**src/rtl/dp_controller.sv**
```systemverilog
// Instruction sequencer for the 4-register/tmp/ALU datapath: accepts one opcode per
// start pulse in IDLE and steps TMP/WB/DONE, decoding datapath controls from state and IR.
module dp_controller (
   input  logic       clk,
   input  logic       reset_n,
   input  logic       start,
   input  logic [7:0] instr,
   output logic [2:0] sr,
   output logic [1:0] Rn,
   output logic       w,
   output logic [1:0] aluop,
   output logic       lt,
   output logic [2:0] tsel,
   output logic [2:0] bsel,
   output logic       busy,
   output logic       done,
   output logic       err
);

   localparam logic [1:0] S_IDLE = 2'd0;
   localparam logic [1:0] S_TMP  = 2'd1;
   localparam logic [1:0] S_WB   = 2'd2;
   localparam logic [1:0] S_DONE = 2'd3;

   localparam logic [2:0] OP_LOAD = 3'd0;
   localparam logic [2:0] OP_MOV  = 3'd1;
   localparam logic [2:0] OP_XOR  = 3'd2;
   localparam logic [2:0] OP_AND  = 3'd3;
   localparam logic [2:0] OP_SHL  = 3'd4;

   logic [1:0] state_reg;
   logic [7:0] ir_reg;
   logic       err_reg;

   logic [2:0] opcode;
   logic [1:0] rd;
   logic [1:0] rm;
   logic [2:0] bsel_rm;
   logic [2:0] new_op;
   logic       unused_reserved;

   assign opcode          = ir_reg[7:5];
   assign rd              = ir_reg[3:2];
   assign rm              = ir_reg[1:0];
   assign new_op          = instr[7:5];
   assign unused_reserved = ir_reg[4];

   always_comb begin
      bsel_rm = 3'b000;
      case (rm)
         2'b01:   bsel_rm = 3'b001;
         2'b10:   bsel_rm = 3'b010;
         2'b11:   bsel_rm = 3'b100;
         default: bsel_rm = 3'b000;
      endcase
   end

   always_ff @(posedge clk or negedge reset_n) begin
      if (!reset_n) begin
         state_reg <= S_IDLE;
         ir_reg    <= 8'h00;
         err_reg   <= 1'b0;
      end else begin
         case (state_reg)
            S_IDLE: begin
               if (start) begin
                  ir_reg <= instr;
                  // Illegal opcodes skip straight to DONE so the source still sees a done pulse.
                  if (new_op == OP_LOAD) begin
                     state_reg <= S_WB;
                     err_reg   <= 1'b0;
                  end else if (new_op <= OP_SHL) begin
                     state_reg <= S_TMP;
                     err_reg   <= 1'b0;
                  end else begin
                     state_reg <= S_DONE;
                     err_reg   <= 1'b1;
                  end
               end
            end
            S_TMP:   state_reg <= S_WB;
            S_WB:    state_reg <= S_DONE;
            default: state_reg <= S_IDLE;
         endcase
      end
   end

   always_comb begin
      sr    = 3'b000;
      Rn    = 2'b00;
      w     = 1'b0;
      aluop = 2'b00;
      lt    = 1'b0;
      tsel  = 3'b000;
      bsel  = 3'b000;
      case (state_reg)
         S_TMP: begin
            case (opcode)
               OP_MOV: begin
                  lt = 1'b1;
                  if (rm == 2'b00) begin
                     tsel = 3'b010;
                  end else begin
                     tsel = 3'b100;
                     bsel = bsel_rm;
                  end
               end
               OP_XOR, OP_AND, OP_SHL: begin
                  lt   = 1'b1;
                  tsel = 3'b010;
               end
               default: ;
            endcase
         end
         S_WB: begin
            case (opcode)
               OP_LOAD: begin
                  Rn = rd;
                  w  = 1'b1;
                  sr = 3'b001;
               end
               OP_MOV: begin
                  Rn = rd;
                  w  = 1'b1;
                  sr = 3'b100;
               end
               OP_XOR, OP_AND: begin
                  Rn    = rd;
                  w     = 1'b1;
                  sr    = 3'b010;
                  aluop = (opcode == OP_AND) ? 2'b01 : 2'b00;
                  bsel  = bsel_rm;
               end
               OP_SHL: begin
                  Rn    = rd;
                  w     = 1'b1;
                  sr    = 3'b010;
                  aluop = 2'b10;
               end
               default: ;
            endcase
         end
         default: ;
      endcase
   end

   assign busy = (state_reg != S_IDLE);
   assign done = (state_reg == S_DONE);
   assign err  = err_reg;

`ifndef SYNTHESIS
   a_w_only_in_wb:  assert property (@(posedge clk) disable iff (!reset_n) w |-> (state_reg == S_WB));
   a_lt_w_excl:     assert property (@(posedge clk) disable iff (!reset_n) !(lt && w));
   a_sr_onehot0:    assert property (@(posedge clk) disable iff (!reset_n) $onehot0(sr));
   a_tsel_onehot0:  assert property (@(posedge clk) disable iff (!reset_n) $onehot0(tsel));
   a_bsel_onehot0:  assert property (@(posedge clk) disable iff (!reset_n) $onehot0(bsel));
`endif

endmodule

```
**config.mk**
```make
export PLATFORM = sky130hd
export DESIGN_NAME = dp_controller
export DESIGN_NICKNAME = d
export VERILOG_FILES = /design/src/rtl/dp_controller.sv
export SDC_FILE = /design/constraint.sdc
export NUM_CORES = 1
export LEC_CHECK = 0
export BUFFER_PORTS_ARGS = -buffer_cell sky130_fd_sc_hd__buf_2
export CAP_MARGIN = 20
export CORE_MARGIN = 2
export CORE_UTILIZATION = 40
export DETAILED_ROUTE_END_ITERATION = 6
export PLACE_DENSITY_LB_ADDON = 0.1
export SYNTH_ARGS = -nofsm -noshare
export SYNTH_HDL_FRONTEND = slang
export SYNTH_SLANG_ARGS = --single-unit
```
**constraint.sdc**
```tcl
create_clock -name clk -period 1.7 [get_ports clk]
set_input_delay 0.085 -clock clk [delete_from_list [all_inputs] [get_ports clk]]
set_output_delay 0.085 -clock clk [all_outputs]
set_load 0.05 [all_outputs]
```
==> results.md, run 1 <==
- Run status: complete, but fails checks
- Failing checks: negative setup slack
- Ratio of total power to cell area: 2180 nW/µm²
- Number of remaining DRC errors: 0
- Synthesized-area fraction occupied by and/or/nand/nor cells: 26.8%
- Clock transition at the register clock pins on the worst setup and hold paths after CTS: 0.07 ns
- Die outline area: 2130 µm²
- Overall routing resource usage: 16.2%
- Mean Syn Cell Area: 9.99 µm²
- Count of inserted antenna diode cells: 0
- Endpoint class of the critical path: primary output
- Worst slack on hold paths: 0.0511 ns
- Peak fanout along the critical path: 3
- Count of placed standard cells including taps: 114
- I/O pin count: 29
- Total standard cell area after synthesis: 709 µm²
- Non-filler instance count after layout: 126
- Final worst-path setup slack: -0.0492 ns
- Nets in the synthesized netlist: 88
- TritonCTS clock tree: yes
- Hold Crit Class: input pin to flip-flop
- Achievable clock frequency: 572 MHz
- Synth warn: 0
- Global-route wire length before repair: 2.44 mm
- Portion of netlist area occupied by mux cells: 12.5%
- Post-Route WL: 1.48 mm
- Async S/R FF share, synth: 100%
- Proportion of synthesized chip area in sequential cells: 35.3%
- Initial core utilization: 42.0%
- Most used DFF post-synth: sky130_fd_sc_hd__dfrtp_1
- Clock Tree Buf Depth: 2
- Overall die width: 46.1 µm
- Pre-CTS setup slack: 0.0735 ns
- Detailed-routing iteration count for the pre-antenna-repair pass: 2
- Signal arrival time at the worst endpoint: 1.66 ns
- Path type of the worst setup path: flip-flop to primary output
- Number of nets in the finished design: 127
- Required time of the critical path: 1.62 ns
- Global placer's final weighted congestion: 0.733
- Cells taking the most area after synthesis: sky130_fd_sc_hd__dfrtp_1 35%, sky130_fd_sc_hd__mux2_2 11%, sky130_fd_sc_hd__ha_1 11%
- Average vias per placed instance: 5.06
- Average detailed-routed wire length per instance: 11.7 µm
- Pin count of the biggest net entering global routing: 11
- Total count of hold-check failures in the final report: 0
- Main combinational cell family by area after synthesis: simple AND/OR/NAND/NOR gates
- Flip-flop and latch count after synthesis: 10
- Total of buffers placed on input and output ports: 26
- Clock latency of the later-clocked register in the worst-skew pair: 0.26 ns
- Fraction of post-synthesis cell area in the top cell type by area: 35.3%
- VDD IR-drop max: 1.45 mV
- TritonCTS sink count: 10
- Vias after detailed routing: 637
- Setup repair after global routing missed its margin: true
- Standby leakage power: 0.552 nW
- Number of maximum-capacitance constraint violations: 0
- Area added between synthesis and finish: 52.2%
- # setup viols final: 2
- Xor/xnor cell area share of the yosys netlist: 0%
- Gr ovfl total: 0
- EDFF count, synth: 0
- Clock tree root driver cell: sky130_fd_sc_hd__clkbuf_4
- Layout fillers: 157
- Number of slew-limit violations in the final report: 0
- Flip-flop count of the largest register after layout: 7
- Post-Route Skew: 0.00257 ns
- Maximum level of the CTS H-tree: 1
- Period minus WS final: 1.75 ns
- Count of standard-cell rows: 15
- Initial drt markers: 1
- Sort of element at the start of the critical path: flip-flop
- Period utilization: 103%
- Final total negative setup slack: -0.0832 ns
- Number of global-route vias before repair: 571
- Fraction of layout instances using a drive strength above 1: 60.6%
- Core area: 1690 µm²
- Post-detailed-placement half-perimeter wirelength: 1.10 mm
- Post-Synth Adder-Cell Area: 10.6%
- Number of distinct library cells after synthesis: 31
- Utilization after layout: 63.9%
- Gate count of the mapped netlist: 71
- Vert. Die Dim: 46.1 µm
- Largest area contributor in the synthesized netlist: sky130_fd_sc_hd__dfrtp_1
- Post-synthesis compound-gate area fraction: 8.47%
- Remaining antenna violation count: 0
- Antenna violations before repair: 0
- Number of clock buffers inserted by TritonCTS: 3
## layout by cell type (no fill, tap or decap), types with 2 or more instances in the layout
master and instances:
sky130_fd_sc_hd__clkbuf_4 5, sky130_fd_sc_hd__mux2_2 7, sky130_fd_sc_hd__buf_6 3, sky130_fd_sc_hd__nor3b_2 2
sky130_fd_sc_hd__dfrtp_1 9, sky130_fd_sc_hd__and3_1 3, sky130_fd_sc_hd__ha_1 3, sky130_fd_sc_hd__nand2b_1 2
sky130_fd_sc_hd__buf_4 10, sky130_fd_sc_hd__inv_2 2, sky130_fd_sc_hd__nor2_1 4, sky130_fd_sc_hd__inv_1 3
sky130_fd_sc_hd__nand3_1 2, sky130_fd_sc_hd__nor4b_2 2, sky130_fd_sc_hd__ha_4 3, sky130_fd_sc_hd__buf_2 21
sky130_fd_sc_hd__nand2_1 5
## path summary, 6_finish.rpt
path / from / endpoint / slack [ns] / cells past startpoint
min: instr[0] / ir_reg[0] / 0.05 / 2
max reg2reg: state_reg[0] / ir_reg[6] / 0.36 / 4
max: state_reg[1] / bsel[1] / -0.05 / 6
max in group asynchronous: reset_n / ir_reg[6] / 1.29 / 2
min reg2reg: err / err / 0.50 / 1
min in group asynchronous: reset_n / ir_reg[5] / 0.20 / 2
## metal layers
metal | vias to the layer above | global-route usage (%) | routed length [µm]
li1 | 323 | - | -
met1 | 298 | 20.2 | 652
met2 | 14 | 26.7 | 768
met3 | 2 | 2.35 | 47
met4 | 0 | 8.57 | 9
met5 | - | 0 | 0
## metrics by stage
stage / total power, mW / instance area, µm²
global placement: 1.85 / 912
detailed placement: 1.88 / 912
finish: 2.36 / 1080
CTS: 2.26 / 1050
global route: 2.52 / 1080
floorplan: 1.60 / 761
## cells in the mapped netlist, drive strengths merged, types with 2 or more instances
library cell and n:
and3 3, buf 2, dfrtp 10, ha 6, inv 5, mux2 7
nand2 7, nand2b 3, nand3 2, nor2 4, nor3b 2, nor4b 3
o21ai 2
## power by group
group / internal, mW / switching [mW]
registers: 0.362 / 0.164
clock network: 0.130 / 0.0836
logic: 0.662 / 0.955
## repair_timing
item / 4_1_cts / 5_1_grt
hold buffers: 1 / 0
hold endpoints to repair: 10 / 0
setup buffers: 6 / 1
gates resized for setup: 12 / 7
endpoints found under the setup margin: 8 / 9
pin swaps: 4 / 1
## cell type report
cell class                 instances  area (µm²)  share of cell area [%]
tap                               17        21.3                    1.97
timing repair buffer              37         239                    22.1
clock buffer                       4        36.3                    3.36
multi-input combinational         53         513                    47.5
inverter                           5        18.8                    1.74
sequential                        10         251                    23.3
## critical path, stage by stage (launching register included)
cell and delay (ns):
sky130_fd_sc_hd__dfrtp_1 0.40, sky130_fd_sc_hd__inv_2 0.13, sky130_fd_sc_hd__ha_4 0.15, sky130_fd_sc_hd__and2b_2 0.17, sky130_fd_sc_hd__a21boi_4 0.08, sky130_fd_sc_hd__nor4b_4 0.29, sky130_fd_sc_hd__buf_6 0.19
## cells by family (layout without fill, tap and decap cells)
kind of cell             count (synthesis)  after routing
AND/OR/NAND/NOR                         31             31
flip-flops                              10             10
multiplexers                             8              8
buffers and inverters                    8             46
AO/OA/AOI/OAI                            7              7
adder cells (fa/ha/maj)                  6              6
other                                    1              1
Power figures use the tool's default switching activity.
==> run 2, diff against run 1 <==
--- a/config.mk
+++ b/config.mk
@@ -10,7 +10,7 @@
 export CORE_MARGIN = 2
 export CORE_UTILIZATION = 40
 export DETAILED_ROUTE_END_ITERATION = 6
-export PLACE_DENSITY_LB_ADDON = 0.1
+export PLACE_DENSITY = 0.7
 export SYNTH_ARGS = -nofsm -noshare
 export SYNTH_HDL_FRONTEND = slang
 export SYNTH_SLANG_ARGS = --single-unit
==> results.md, run 2 (synthesis results as in run 1) <==
- Overall routing resource usage: 16.9% (was 16.2%)
- Global placer's final weighted congestion: 0.753 (was 0.733)
- Sequential group share of total power: 22.3% (about the same)
- Placed Instance Area: 912 µm² (unchanged)
- Signal arrival time at the worst endpoint: 1.66 ns (about the same)
- Path type of the worst setup path: flip-flop to primary output (unchanged)
- Die outline area: 2130 µm² (unchanged)
- Setup repair after global routing missed its margin: true (unchanged)
- Net switching component of the power: 1.24 mW (was 1.20 mW)
- Final total negative setup slack: -0.141 ns (was -0.0832 ns)
- Endpoint of the most critical register-to-register path: ir_reg[3] (was ir_reg[6])
- # setup viols final: 3 (was 2)
- Hold Crit Class: input pin to flip-flop (unchanged)
- Final worst-path setup slack: -0.0494 ns (was -0.0492 ns)
- I/O pin count: 29 (unchanged)
- Most used cells in the layout excluding fill and tap cells: 19 x sky130_fd_sc_hd__buf_2, 12 x sky130_fd_sc_hd__buf_4, 10 x sky130_fd_sc_hd__dfrtp_1 (was 21 x sky130_fd_sc_hd__buf_2, 10 x sky130_fd_sc_hd__buf_4, 9 x sky130_fd_sc_hd__dfrtp_1)
- Total count of hold-check failures in the final report: 0 (unchanged)
- Highest-delay cell along the critical path: sky130_fd_sc_hd__dfrtp_1 (unchanged)
- Post-Route WL: 1.62 mm (was 1.48 mm)
- Average detailed-routed wire length per instance: 12.7 µm (was 11.7 µm)
- Period minus WS final: 1.75 ns (about the same)
- Utilization after layout: 65.2% (was 63.9%)
- Core area: 1690 µm² (unchanged)
- Post-detailed-placement half-perimeter wirelength: 1.16 mm (was 1.10 mm)
- Peak fanout along the critical path: 3 (unchanged)
- Overall die width: 46.1 µm (unchanged)
- Count of inserted antenna diode cells: 0 (unchanged)
- Number of slew-limit violations in the final report: 0 (unchanged)
- Maximum level of the CTS H-tree: 1 (unchanged)
- Slack of the worst reg-to-reg path: 0.36 ns (about the same)
- Count of placed standard cells including taps: 114 (unchanged)
- VDD IR-drop max: 1.23 mV (was 1.45 mV)
- Most Frequent Cell on Critical Path: sky130_fd_sc_hd__buf_6
- Global-route wire length before repair: 2.53 mm (was 2.44 mm)
- Vias after detailed routing: 651 (was 637)
- Initial drt markers: 6 (was 1)
- Ratio of total power to cell area: 2170 nW/µm² (was 2180 nW/µm²)
- Antenna violations before repair: 0 (unchanged)
- Number of remaining DRC errors: 0 (unchanged)
- Hold endpoint: ir_reg[0] (unchanged)
- Top Family by Delay on Critical Path: flip-flops (was simple AND/OR/NAND/NOR gates)
- Gr ovfl total: 0 (unchanged)
- Critical path's largest stage delay: 0.42 ns (was 0.40 ns)
- TritonCTS clock tree: yes (unchanged)
- Cells along the critical path: buf_6 -> ha_4 -> and2b_2 -> a21boi_4 -> nor3_4 -> buf_6 (was inv_2 -> ha_4 -> and2b_2 -> a21boi_4 -> nor4b_4 -> buf_6)
- Comb power frac: 70.9% (was 68.6%)
- Layout fillers: 141 (was 157)
- Clock transition at the register clock pins on the worst setup and hold paths after CTS: 0.06 ns (was 0.07 ns)
- Detailed-routing iteration count for the pre-antenna-repair pass: 4 (was 2)
- Post-Route Skew: 0.00258 ns (was 0.00257 ns)
- Remaining antenna violation count: 0 (unchanged)
- Initial core utilization: 42.0% (unchanged)
- Failing checks: negative setup slack (unchanged)
- Number of maximum-capacitance constraint violations: 0 (unchanged)
- Average vias per placed instance: 5.13 (was 5.06)
- Vert. Die Dim: 46.1 µm (unchanged)
- Fraction of power spent switching nets: 51.8% (was 51.0%)
- Clock Tree Buf Depth: 2 (unchanged)
- Non-filler instance count after layout: 127 (was 126)
- Count of standard-cell rows: 15 (unchanged)
- Pin count of the biggest net entering global routing: 11 (unchanged)
- R2R Path Start: state_reg[0] (unchanged)
- Cell count of the worst hold path: 2 (unchanged)
- Fraction of layout instances using a drive strength above 1: 60.0% (was 60.6%)
- Number of buffers and inverters on the critical path: 2 (unchanged)
- Worst reg2reg path depth: 4 (unchanged)
- Beginning of the worst hold path: instr[0] (unchanged)
- Number of clock buffers inserted by TritonCTS: 3 (unchanged)
- Number of global-route vias before repair: 578 (was 571)
- Clock tree root driver cell: sky130_fd_sc_hd__clkbuf_4 (unchanged)
- Achievable clock frequency: 572 MHz (about the same)
- Standby leakage power: 0.564 nW (was 0.552 nW)
- Internal cell power: 1.15 mW (about the same)
- Flip-flop count of the largest register after layout: 7 (unchanged)
- Most common cell after layout, fill and taps aside: sky130_fd_sc_hd__buf_2 (unchanged)
- Clock latency of the later-clocked register in the worst-skew pair: 0.27 ns (was 0.26 ns)
- TritonCTS sink count: 10 (unchanged)
- Required time of the critical path: 1.62 ns (about the same)
- Area added between synthesis and finish: 55.2% (was 52.2%)
- Cell area after layout: 1100 µm² (was 1080 µm²)
- Period utilization: 103% (about the same)
- Endpoint class of the critical path: primary output (unchanged)
- Total of buffers placed on input and output ports: 26 (unchanged)
- Final total power: 2.39 mW (was 2.36 mW)
- Run status: complete, but fails checks (unchanged)
- Share of power burned in the clock network: 6.8% (was 9.1%)
- Sort of element at the start of the critical path: flip-flop (unchanged)
- Number of nets in the finished design: 129 (was 127)
## run 2: changes by cell type in the layout (fill, tap and decap cells not counted), sizes merged
cell,change
buf,+2
clkbuf,-1
## run 2: worst max-delay path by stage
stage                 startpoint       to  slack [ns]  cells after the start
global placement    state_reg[0]  bsel[0]         0.1                      5
detailed placement  state_reg[0]  bsel[0]        0.04                      5
CTS                 state_reg[1]  bsel[0]       -0.09                      6
floorplan           state_reg[0]  bsel[0]       -0.29                      5
global route        state_reg[0]  bsel[0]       -0.12                      6
finish              state_reg[0]  bsel[2]       -0.05                      6
## run 2: per-layer routing
| metal | track usage [%] | routed length (µm) | vias up |
|---|---|---|---|
| met5 | 0 | 0 | - |
| met4 | 6.86 | 12 | 0 |
| met3 | 2.35 | 59 | 2 |
| met2 | 28.6 | 897 | 19 |
| met1 | 21.2 | 648 | 305 |
| li1 | - | - | 325 |
## run 2: what timing repair did
| action | CTS | global route |
|---|---|---|
| hold endpoints to repair | 10 | 0 |
| buffers inserted | 6 | 3 |
| pin swaps | 4 | 3 |
| resized for setup | 15 | 8 |
| hold buffers | 1 | 0 |
| setup endpoints to repair | 7 | 11 |
| cloned | 0 | 0 |
## run 2: power groups by stage
stage	clock network, mW	registers [mW]	logic (mW)
after floorplan	0	0.505	1.10
after global placement	0	0.524	1.32
after detailed placement	0	0.534	1.35
after CTS	0.164	0.527	1.52
after global routing	0.179	0.560	1.81
final	0.162	0.533	1.70
## run 2: final cells by class
class / count / area [µm²] / area share, %
inverter: 5 / 18.8 / 1.70
sequential: 10 / 250 / 22.7
clock buffer: 3 / 22.5 / 2.05
tap: 17 / 21.3 / 1.93
multi-input combinational: 53 / 522 / 47.4
timing repair buffer: 39 / 267 / 24.2
## run 2: worst reg2reg max path, delay by kind of cell, from the launching register on
kind          cells  cell delay, ns
fa+ha+maj         1            0.18
mux               1            0.36
flops             1            0.40
buf+inv           1            0.09
simple gates      1            0.18
## run 2: per-stage QoR
| step | hold WS (ns) | setup WS (ns) |
|---|---|---|
| 4_1_cts | 0.0532 | -0.0856 |
| 3_5_place_dp | -0.0427 | 0.0425 |
| 2_1_floorplan | -0.211 | -0.294 |
| 5_1_grt | 0.0544 | -0.117 |
| 6_report | 0.0522 | -0.0494 |
| 3_3_place_gp | -0.0473 | 0.0980 |
